**src/rtl/wb_spram_bridge_if.sv**
```systemverilog
`default_nettype none
// ============================================================================
// wb_spram_bridge_if : Wishbone B4 pipelined bus bundle for wb_spram_bridge
// Revision: 1.0
// ============================================================================
interface wb_spram_bridge_if #(
  parameter int ADDR_WIDTH = 12,
  parameter int DATA_WIDTH = 16
);
  logic                    wb_cyc_i;
  logic                    wb_stb_i;
  logic                    wb_we_i;
  logic [ADDR_WIDTH-1:0]   wb_adr_i;
  logic [DATA_WIDTH-1:0]   wb_dat_i;
  logic [DATA_WIDTH/8-1:0] wb_sel_i;
  logic [DATA_WIDTH-1:0]   wb_dat_o;
  logic                    wb_ack_o;
  logic                    wb_stall_o;

  modport master (
    output wb_cyc_i, wb_stb_i, wb_we_i, wb_adr_i, wb_dat_i, wb_sel_i,
    input  wb_dat_o, wb_ack_o, wb_stall_o
  );

  modport slave (
    input  wb_cyc_i, wb_stb_i, wb_we_i, wb_adr_i, wb_dat_i, wb_sel_i,
    output wb_dat_o, wb_ack_o, wb_stall_o
  );
endinterface
`default_nettype wire

```
**src/rtl/wb_spram_bridge.sv**
```systemverilog
`default_nettype none
// ============================================================================
// wb_spram_bridge : Wishbone B4 pipelined slave in front of a 1-cycle SPRAM,
//                   byte writes done as read-modify-write with one stall cycle
// Revision: 1.0
// ============================================================================
module wb_spram_bridge #(
  parameter int ADDR_WIDTH = 12,
  parameter int DATA_WIDTH = 16
) (
  input  wire logic                  clock,
  input  wire logic                  reset,
  wb_spram_bridge_if.slave           wb,
  output logic [ADDR_WIDTH-1:0]      ram_address,
  output logic [DATA_WIDTH-1:0]      ram_data,
  input  wire logic [DATA_WIDTH-1:0] ram_q,
  output logic                       ram_wren,
  output logic                       ram_cen
);

  localparam int c_LANES = DATA_WIDTH / 8;

  typedef enum logic [0:0] {
    S_IDLE  = 1'b0,
    S_MERGE = 1'b1
  } state_t;

  state_t                state_q, state_d;
  logic                  ack_q, ack_d;
  logic                  rd_q, rd_d;
  logic [ADDR_WIDTH-1:0] adr_q, adr_d;
  logic [DATA_WIDTH-1:0] dat_q, dat_d;
  logic [c_LANES-1:0]    sel_q, sel_d;

  logic                  w_accept;
  logic                  w_sel_full;
  logic                  w_sel_none;
  logic                  w_partial;
  logic [DATA_WIDTH-1:0] w_merge_data;

  // Acceptance only ever happens in IDLE, so it is derived from state, not stall.
  assign w_accept   = wb.wb_cyc_i & wb.wb_stb_i & (state_q == S_IDLE) & ~reset;
  assign w_sel_full = &wb.wb_sel_i;
  assign w_sel_none = ~|wb.wb_sel_i;
  assign w_partial  = w_accept & wb.wb_we_i & ~w_sel_full & ~w_sel_none;

  for (genvar g = 0; g < c_LANES; g++) begin : g_lane
    assign w_merge_data[g*8 +: 8] = sel_q[g] ? dat_q[g*8 +: 8] : ram_q[g*8 +: 8];
  end

  assign wb.wb_stall_o = (state_q == S_MERGE) & ~reset;
  assign wb.wb_ack_o   = ack_q & wb.wb_cyc_i & ~reset;
  assign wb.wb_dat_o   = (wb.wb_ack_o & rd_q) ? ram_q : '0;

  always_comb begin
    state_d     = state_q;
    ack_d       = 1'b0;
    rd_d        = 1'b0;
    adr_d       = adr_q;
    dat_d       = dat_q;
    sel_d       = sel_q;
    ram_address = wb.wb_adr_i;
    ram_data    = wb.wb_dat_i;
    ram_cen     = 1'b0;
    ram_wren    = 1'b0;

    case (state_q)
      S_IDLE: begin
        ram_cen  = w_accept & ~(wb.wb_we_i & w_sel_none);
        ram_wren = w_accept & wb.wb_we_i & w_sel_full;
        if (w_partial) begin
          state_d = S_MERGE;
          adr_d   = wb.wb_adr_i;
          dat_d   = wb.wb_dat_i;
          sel_d   = wb.wb_sel_i;
        end else if (w_accept) begin
          ack_d = 1'b1;
          rd_d  = ~wb.wb_we_i;
        end
      end
      S_MERGE: begin
        // The merged write always lands; only its ack depends on the cycle staying open.
        ram_address = adr_q;
        ram_data    = w_merge_data;
        ram_cen     = 1'b1;
        ram_wren    = 1'b1;
        state_d     = S_IDLE;
        ack_d       = wb.wb_cyc_i;
      end
      default: state_d = S_IDLE;
    endcase

    if (reset) begin
      ram_cen  = 1'b0;
      ram_wren = 1'b0;
    end
  end

  always_ff @(posedge clock or posedge reset) begin
    if (reset) begin
      state_q <= S_IDLE;
      ack_q   <= 1'b0;
      rd_q    <= 1'b0;
      adr_q   <= '0;
      dat_q   <= '0;
      sel_q   <= '0;
    end else begin
      state_q <= state_d;
      ack_q   <= ack_d;
      rd_q    <= rd_d;
      adr_q   <= adr_d;
      dat_q   <= dat_d;
      sel_q   <= sel_d;
    end
  end

endmodule
`default_nettype wire

```
**src/flat_wrapper.sv**
```systemverilog
// flat-port wrapper written by rule: the top's interface ports become plain ports
module wb_spram_bridge_flat 
#(
  parameter int ADDR_WIDTH = 12,
  parameter int DATA_WIDTH = 16
)
  (clock, reset, ram_address, ram_data, ram_q, ram_wren, ram_cen, wb_wb_cyc_i, wb_wb_stb_i, wb_wb_we_i, wb_wb_adr_i, wb_wb_dat_i, wb_wb_sel_i, wb_wb_dat_o, wb_wb_ack_o, wb_wb_stall_o);
  wb_spram_bridge_if #(.ADDR_WIDTH(ADDR_WIDTH), .DATA_WIDTH(DATA_WIDTH)) wb_i ();
  input  wire logic clock;
  input  wire logic reset;
  output logic [ADDR_WIDTH-1:0] ram_address;
  output logic [DATA_WIDTH-1:0] ram_data;
  input  wire logic [DATA_WIDTH-1:0] ram_q;
  output logic ram_wren;
  output logic ram_cen;
  input wire logic [$bits(wb_i.wb_cyc_i)-1:0] wb_wb_cyc_i;
  input wire logic [$bits(wb_i.wb_stb_i)-1:0] wb_wb_stb_i;
  input wire logic [$bits(wb_i.wb_we_i)-1:0] wb_wb_we_i;
  input wire logic [$bits(wb_i.wb_adr_i)-1:0] wb_wb_adr_i;
  input wire logic [$bits(wb_i.wb_dat_i)-1:0] wb_wb_dat_i;
  input wire logic [$bits(wb_i.wb_sel_i)-1:0] wb_wb_sel_i;
  output wire logic [$bits(wb_i.wb_dat_o)-1:0] wb_wb_dat_o;
  output wire logic [$bits(wb_i.wb_ack_o)-1:0] wb_wb_ack_o;
  output wire logic [$bits(wb_i.wb_stall_o)-1:0] wb_wb_stall_o;
  assign wb_i.wb_cyc_i = wb_wb_cyc_i;
  assign wb_i.wb_stb_i = wb_wb_stb_i;
  assign wb_i.wb_we_i = wb_wb_we_i;
  assign wb_i.wb_adr_i = wb_wb_adr_i;
  assign wb_i.wb_dat_i = wb_wb_dat_i;
  assign wb_i.wb_sel_i = wb_wb_sel_i;
  assign wb_wb_dat_o = wb_i.wb_dat_o;
  assign wb_wb_ack_o = wb_i.wb_ack_o;
  assign wb_wb_stall_o = wb_i.wb_stall_o;
  wb_spram_bridge #(.ADDR_WIDTH(ADDR_WIDTH), .DATA_WIDTH(DATA_WIDTH)) u_core (.clock(clock), .reset(reset), .wb(wb_i), .ram_address(ram_address), .ram_data(ram_data), .ram_q(ram_q), .ram_wren(ram_wren), .ram_cen(ram_cen));
endmodule
```
**config.mk**
```make
export PLATFORM = sky130hd
export DESIGN_NAME = wb_spram_bridge_flat
export DESIGN_NICKNAME = d
export VERILOG_FILES = /design/src/rtl/wb_spram_bridge_if.sv /design/src/rtl/wb_spram_bridge.sv /design/src/flat_wrapper.sv
export SDC_FILE = /design/constraint.sdc
export NUM_CORES = 1
export LEC_CHECK = 0
export CAP_MARGIN = 10
export CORE_MARGIN = 3
export CORE_UTILIZATION = 36
export CTS_CLUSTER_DIAMETER = 40
export DETAILED_ROUTE_END_ITERATION = 8
export PLACE_DENSITY = 0.77
export SLEW_MARGIN = 20
export SYNTH_ARGS = -nofsm -noshare
export SYNTH_HDL_FRONTEND = slang
export SYNTH_SLANG_ARGS = --single-unit
```
**constraint.sdc**
```tcl
create_clock -name clock -period 1.5 [get_ports clock]
set_input_delay 0.3 -clock clock [delete_from_list [all_inputs] [get_ports clock]]
set_output_delay 0.3 -clock clock [all_outputs]
set_load 0.01 [all_outputs]
```
==> flow_metrics.tcl, run 1 <==
set metrics [dict create \
    status "finished, violations left" \
    gp_congestion 0.825 \
    syn_inst 174 \
    placed_area_sq_um 3160 \
    wirelength_mm 6.20 \
    rsz0062_at_grt "true" \
    tightest_slew_ps 441 \
    fin_crit_ps 1750 \
    first_global_vias 1954 \
    required_ps 1660 \
    fin_crit_sh 1.17 \
    grt_pass1_wl_mm 9.50 \
    max_freq_mhz 571 \
    cts_tree "built" \
    port_buffers 98 \
    die_w_microns 79.3 \
    cts_hold_buf 0 \
    syn_area_per_cell_sq_um 11.1 \
    drt_first_pass_iters 4 \
    clk_pin_slew_ps 70 \
    clock_sinks 33 \
    grt_usage 0.190 \
    slowest_stage "dfrtp_2" \
    worstHoldPathType "input pin to flip-flop" \
    vias 1845 \
    setup_viol 76 \
    relSlewSlack 0.706 \
    max_cap_violations 0 \
    cp_max_fo 7 \
    worstPathCellList "and4bb_2, buf_6, nand3_4, buf_12, buf_12, mux2_4" \
    cp-end-kind "flip-flop" \
    power_w 0.00258 \
    path_common_cell "buf_12" \
    placementRows 26 \
    holdWs_ps 466 \
    drive_above_1_share 0.551 \
    violations "setup timing" \
    cp.arrival_ps 1910 \
    io_pins 99 \
    cpPeakStageDelay_ps 480 \
    finalClockSkew_ps 5.92 \
    htreeDepth 2 \
    syn_to_final_growth_pct 87.5 \
    antenna_found_initial 0 \
    gr-total-overflow 0 \
    antennaDiodeCount 0 \
    start_util 0.376 \
    first_iter_violations 70 \
    power_density_nw_per_um2 712 \
    syn_area_sq_um 1930 \
    fin_ws_ps -253 \
    final_common_cell "clkdlybuf4s50_1" \
    final_area_sq_um 3620 \
    cts_max_path_buffers 2 \
    finalHoldViolCount 0 \
    ys_ff_latch 33 \
    numCtsBuffers 5 \
    ant_nets 0 \
    leakage_nw 1.67 \
    drc 0 \
    dp_hpwl_mm 3.86 \
    vias_per_cell 4.83 \
    finalSetupTns_ps -13050 \
    die-area_sq_um 6290 \
    cts-root-buf "clkbuf_8" \
    synth.distinct_cells 25 \
    seq_area_frac_synth 0.427 \
    synth_nets 225 \
    peakVddDrop_mv 0.581 \
    dpl_worst_slack_ps -771 \
    startpoint_type "flip-flop" \
    wl_per_cell_microns 16.2 \
    final_cell_mix "clkdlybuf4s50_1, buf_6, dfrtp_1, mux2_2, buf_2" \
    final_nets 362 \
    clock_latency_ps 280 \
    ys_warn_count 0 \
    crit_type "flip-flop to flip-flop" \
    chipHeight_microns 79.3 \
    grt_max_degree 34 \
    drv_slew 0 \
    coreArea_sq_um 5140 \
]
final cells by class:
cell class / count / area (sq um)
Sequential cell: 33 / 830
Timing Repair Buffer: 141 / 1430
Clock inverter: 3 / 17.5
Fill cell: 395 / 1520
Clock buffer: 5 / 68.8
Tap cell: 70 / 87.6
Inverter: 3 / 11.3
Multi-Input combinational cell: 127 / 1180
routing by layer:
metal  global-route usage  part of all wire  vias to the layer above
met5                    0                 0                        -
met4               0.0241            0.0055                        0
met3               0.0488             0.064                        6
met2                0.354              0.52                       62
met1                0.222              0.41                      892
li1                     -                 -                      885
state kept, by name, summed over array words and instances, names as in the netlist:
register / flops
u_core.dat_q: 16
u_core.adr_q: 12
u_core.sel_q: 2
u_core.ack_q: 1
u_core.rd_q: 1
u_core.state_q: 1
metrics by stage:
| stage | cells | utilization |
|---|---|---|
| floorplan | 174 | - |
| global placement | 356 | 0.615 |
| detailed placement | 356 | 0.615 |
| CTS | 381 | 0.674 |
| global route | 382 | 0.705 |
| finish | 382 | 0.705 |
worst paths after layout:
| check | slack (ps) | end | start | cells past startpoint |
|---|---|---|---|---|
| min in group asynchronous | 510 | u_core.adr_q[5] | reset | 4 |
| worst max-delay path | -250 | u_core.dat_q[14] | u_core.state_q | 6 |
| worst min register to register | 510 | u_core.dat_q[2] | u_core.dat_q[2] | 1 |
| worst min-delay path | 470 | u_core.sel_q[0] | wb_wb_sel_i[1] | 3 |
| worst max register to register | -250 | u_core.dat_q[14] | u_core.state_q | 6 |
| max in group asynchronous | 650 | u_core.sel_q[1] | reset | 4 |
critical path, delay by kind of cell, from the launching register on:
family                 cells  cell delay [ps]
buffers and inverters      3              400
flip-flops                 1              480
AND/OR/NAND/NOR            2              460
multiplexers               1              280
power breakdown:
part           leakage [nW]  internal [W]  switching (W)
registers             0.407       0.00110       0.000116
clock network        0.0439      0.000320       0.000331
logic                  1.22      0.000464       0.000250
total                  1.67       0.00188       0.000697
logic make-up (layout without fill, tap and decap cells):
group,count (synthesis),count (layout),share of synthesized area
XOR/XNOR,1,1,0.00453
AND/OR/NAND/NOR,46,46,0.135
AO/OA/AOI/OAI,24,24,0.0705
flip-flops,33,33,0.427
buffers and inverters,14,152,0.0427
multiplexers,56,56,0.320
what timing repair did:
action	4_1_cts	5_1_grt
pin swaps	20	5
cloned	3	1
gates resized for setup	251	49
buffers inserted	15	6
endpoints found under the hold margin	0	0
setup endpoints to repair	77	78
Yosys cell counts, drive strengths merged:
library cell  number  area share
inv                3      0.0058
nand3              1      0.0091
nor3b              1      0.0039
a21oi             17       0.044
dfrtp             33        0.43
buf                4      0.0078
nand2b             1      0.0032
a31oi              3      0.0097
a41o               1      0.0052
or3b               1      0.0045
nand4bb            1      0.0058
mux2i             16       0.083
o22a               1      0.0045
clkbuf             7       0.029
nor2              21       0.041
and2              17       0.055
nand2              1      0.0019
a41oi              1      0.0045
mux2              40        0.24
and4bb             1      0.0065
o21ai              1      0.0026
xor2               1      0.0045
and2b              1      0.0045
No activity file was read; power rests on OpenSTA's default activity.
==> inputs of run 2 (changes only) <==
--- a/config.mk
+++ b/config.mk
@@ -7,11 +7,11 @@
 export LEC_CHECK = 0
 export CAP_MARGIN = 10
 export CORE_MARGIN = 3
-export CORE_UTILIZATION = 36
+export CORE_UTILIZATION = 40
 export CTS_CLUSTER_DIAMETER = 40
 export DETAILED_ROUTE_END_ITERATION = 8
-export PLACE_DENSITY = 0.77
-export SLEW_MARGIN = 20
+export PLACE_DENSITY = 0.81
+export SLEW_MARGIN = 25
 export SYNTH_ARGS = -nofsm -noshare
 export SYNTH_HDL_FRONTEND = slang
 export SYNTH_SLANG_ARGS = --single-unit
==> constraint.sdc (replaced) <==
create_clock -name clock -period 1.85 [get_ports clock]
set_input_delay 0.37 -clock clock [delete_from_list [all_inputs] [get_ports clock]]
set_output_delay 0.37 -clock clock [all_outputs]
set_load 0.01 [all_outputs]
==> run 2 against run 1 <==
Against the previous run: the flow still finishes with violations (setup timing); sequential power is 20% lower; clock skew shrank 3.6 ps; final area down 4.9%; sequential cell count is the same; sequential share of layout area grew 1.2 points; power decreased by 22%; worst hold slack gained 40 ps; first-iteration DRC count shrank 23%; register-to-register slack better by 320 ps; via count grew 0.16%; cell count down 5.0%.
==> flow_metrics.tcl, run 2 (same netlist as run 1, synthesis figures left out) <==
set metrics [dict create \
    antenna_found_initial 0 \
    fin_ws_ps -119 \
    fill_cells 334 \
    power_w 0.00202 \
    dp_hpwl_mm 3.69 \
    grt_use_met3 0.0712 \
    clock_sinks 33 \
    stdcell_count 363 \
    clk_pin_slew_ps 70 \
    utilization 0.765 \
    gr-total-overflow 0 \
    required_ps 1480 \
    rrSetupSlack_ps 70 \
    drive_above_1_share 0.463 \
    wl_per_cell_microns 16.0 \
    syn_to_final_growth_pct 78.3 \
    peakVddDrop_mv 0.485 \
    htreeDepth 2 \
    power_density_nw_per_um2 586 \
    hold-path-cell-count 1 \
    cts-root-buf "clkbuf_8" \
    status "finished, violations left" \
    path_common_cell "buf_6" \
    finalSetupTns_ps -322 \
    die_w_microns 75.5 \
    cpPeakStageDelay_ps 350 \
    cp.arrival_ps 1600 \
    reg2reg_depth 6 \
    ant_nets 0 \
    path_depth 8 \
    slowest_stage "dfrtp_1" \
    vias 1848 \
    cp_top_family "buffers and inverters" \
    fin_crit_sh 1.06 \
    first_global_vias 1829 \
    grt_max_degree 34 \
    cts_max_path_buffers 2 \
    leakage_nw 1.67 \
    wirelength_mm 5.82 \
    chipHeight_microns 75.5 \
    numCtsBuffers 5 \
    grt_pass1_wl_mm 8.38 \
    cp-end-kind "primary output" \
    setup_viol 7 \
    drc 0 \
    max_cap_violations 0 \
    fin_crit_ps 1970 \
    violations "setup timing" \
    rsz0062_at_grt "true" \
    first_iter_violations 54 \
    coreArea_sq_um 4500 \
    max_flop_register "u_core.dat_q" \
    io_pins 99 \
    final_nets 361 \
    reg2reg_to "u_core.adr_q[3]" \
    hold_end "u_core.dat_q[1]" \
    gp_congestion 0.772 \
    port_buffers 98 \
    clock_latency_ps 290 \
    largest_registers "u_core.dat_q: 16 flops, u_core.adr_q: 12 flops, u_core.sel_q: 2 flops" \
    final_common_cell "clkdlybuf4s50_1" \
    drv_slew 0 \
    max_freq_mhz 508 \
    cp_max_fo 4 \
    met2_usage 0.334 \
    finalClockSkew_ps 2.37 \
    startpoint_type "flip-flop" \
    r2r_start "u_core.state_q" \
    crit_buf_inv 5 \
    drt_first_pass_iters 4 \
    grt-busiest-layer "met2" \
    relSlewSlack 0.709 \
    worstPathCellList "nand2_2, nor3b_4, buf_6, buf_12, buf_6, buf_6, and2_4, buf_6" \
    placementRows 24 \
    crit_type "flip-flop to primary output" \
    largest_reg_flops 16 \
    min_from "u_core.dat_q[1]" \
    cts_tree "built" \
    dp_cells 331 \
    die-area_sq_um 5700 \
    final_cell_mix "clkdlybuf4s50_1, mux2_2, dfrtp_1, buf_6, buf_4" \
    worstHoldPathType "flip-flop to flip-flop" \
    finalHoldViolCount 0 \
    vias_per_cell 5.09 \
    antennaDiodeCount 0 \
    grtUsageMet1 0.240 \
    tightest_slew_ps 437 \
    grt_usage 0.197 \
    start_util 0.429 \
]
-- run 2: changes by cell type in the layout (fill, tap and decap cells not counted), sizes merged --
cell / delta
dlygate4sd2: +5
clkbuf: +14
clkinvlp: -1
dlymetal6s2s: +8
buf: -28
clkdlybuf4s15: +2
clkdlybuf4s50: -1
-- run 2: timing repair --
action                                  4_1_cts  5_1_grt
gates cloned                                  1        2
pin swaps                                     5        6
endpoints found under the setup margin       48       39
resized for setup                           126       72
setup buffers                                15        6
hold buffers                                  0        0
-- run 2: cell type report --
class / instances / area (sq um) / share of cell area
Timing Repair Buffer: 140 / 1370 / 0.399
Inverter: 3 / 11.3 / 0.00327
Multi-Input combinational cell: 127 / 1080 / 0.314
Clock inverter: 2 / 10.0 / 0.00290
Sequential cell: 33 / 830 / 0.241
Tap cell: 52 / 65.1 / 0.0189
Clock buffer: 6 / 72.6 / 0.0211
-- run 2: per-layer routing --
metal / wire length [microns] / share of wire / vias up
met5: 0 / 0 / -
met4: 51 / 0.0088 / 0
met3: 470 / 0.081 / 5
met2: 2890 / 0.50 / 75
met1: 2410 / 0.41 / 886
li1: - / - / 882
-- run 2: worst max path at each step --
stage / start / to / slack [ps]
floorplan: u_core.state_q / ram_data[3] / 230
global placement: wb_wb_cyc_i / wb_wb_dat_o[15] / -570
detailed placement: wb_wb_cyc_i / wb_wb_dat_o[13] / -620
CTS: u_core.state_q / ram_data[12] / -210
global route: u_core.ack_q / wb_wb_dat_o[0] / -180
finish: u_core.ack_q / wb_wb_dat_o[0] / -120
-- run 2: through the flow --
step	instance area [sq um]	hold slack, ps	worst slack [ps]
after detailed placement	3070	492	-623
final	3450	506	-119
after floorplan	1930	436	232
after global routing	3450	517	-180
after global placement	3070	481	-568
after CTS	3250	508	-213
-- run 2: power by group --
part / switching [W] / leakage (nW) / internal (W) / total [W]
logic: 0.000182 / 1.22 / 0.000341 / 0.000523
clock network: 0.000261 / 0.0450 / 0.000260 / 0.000521
registers: 0.0000847 / 0.407 / 0.000891 / 0.000976
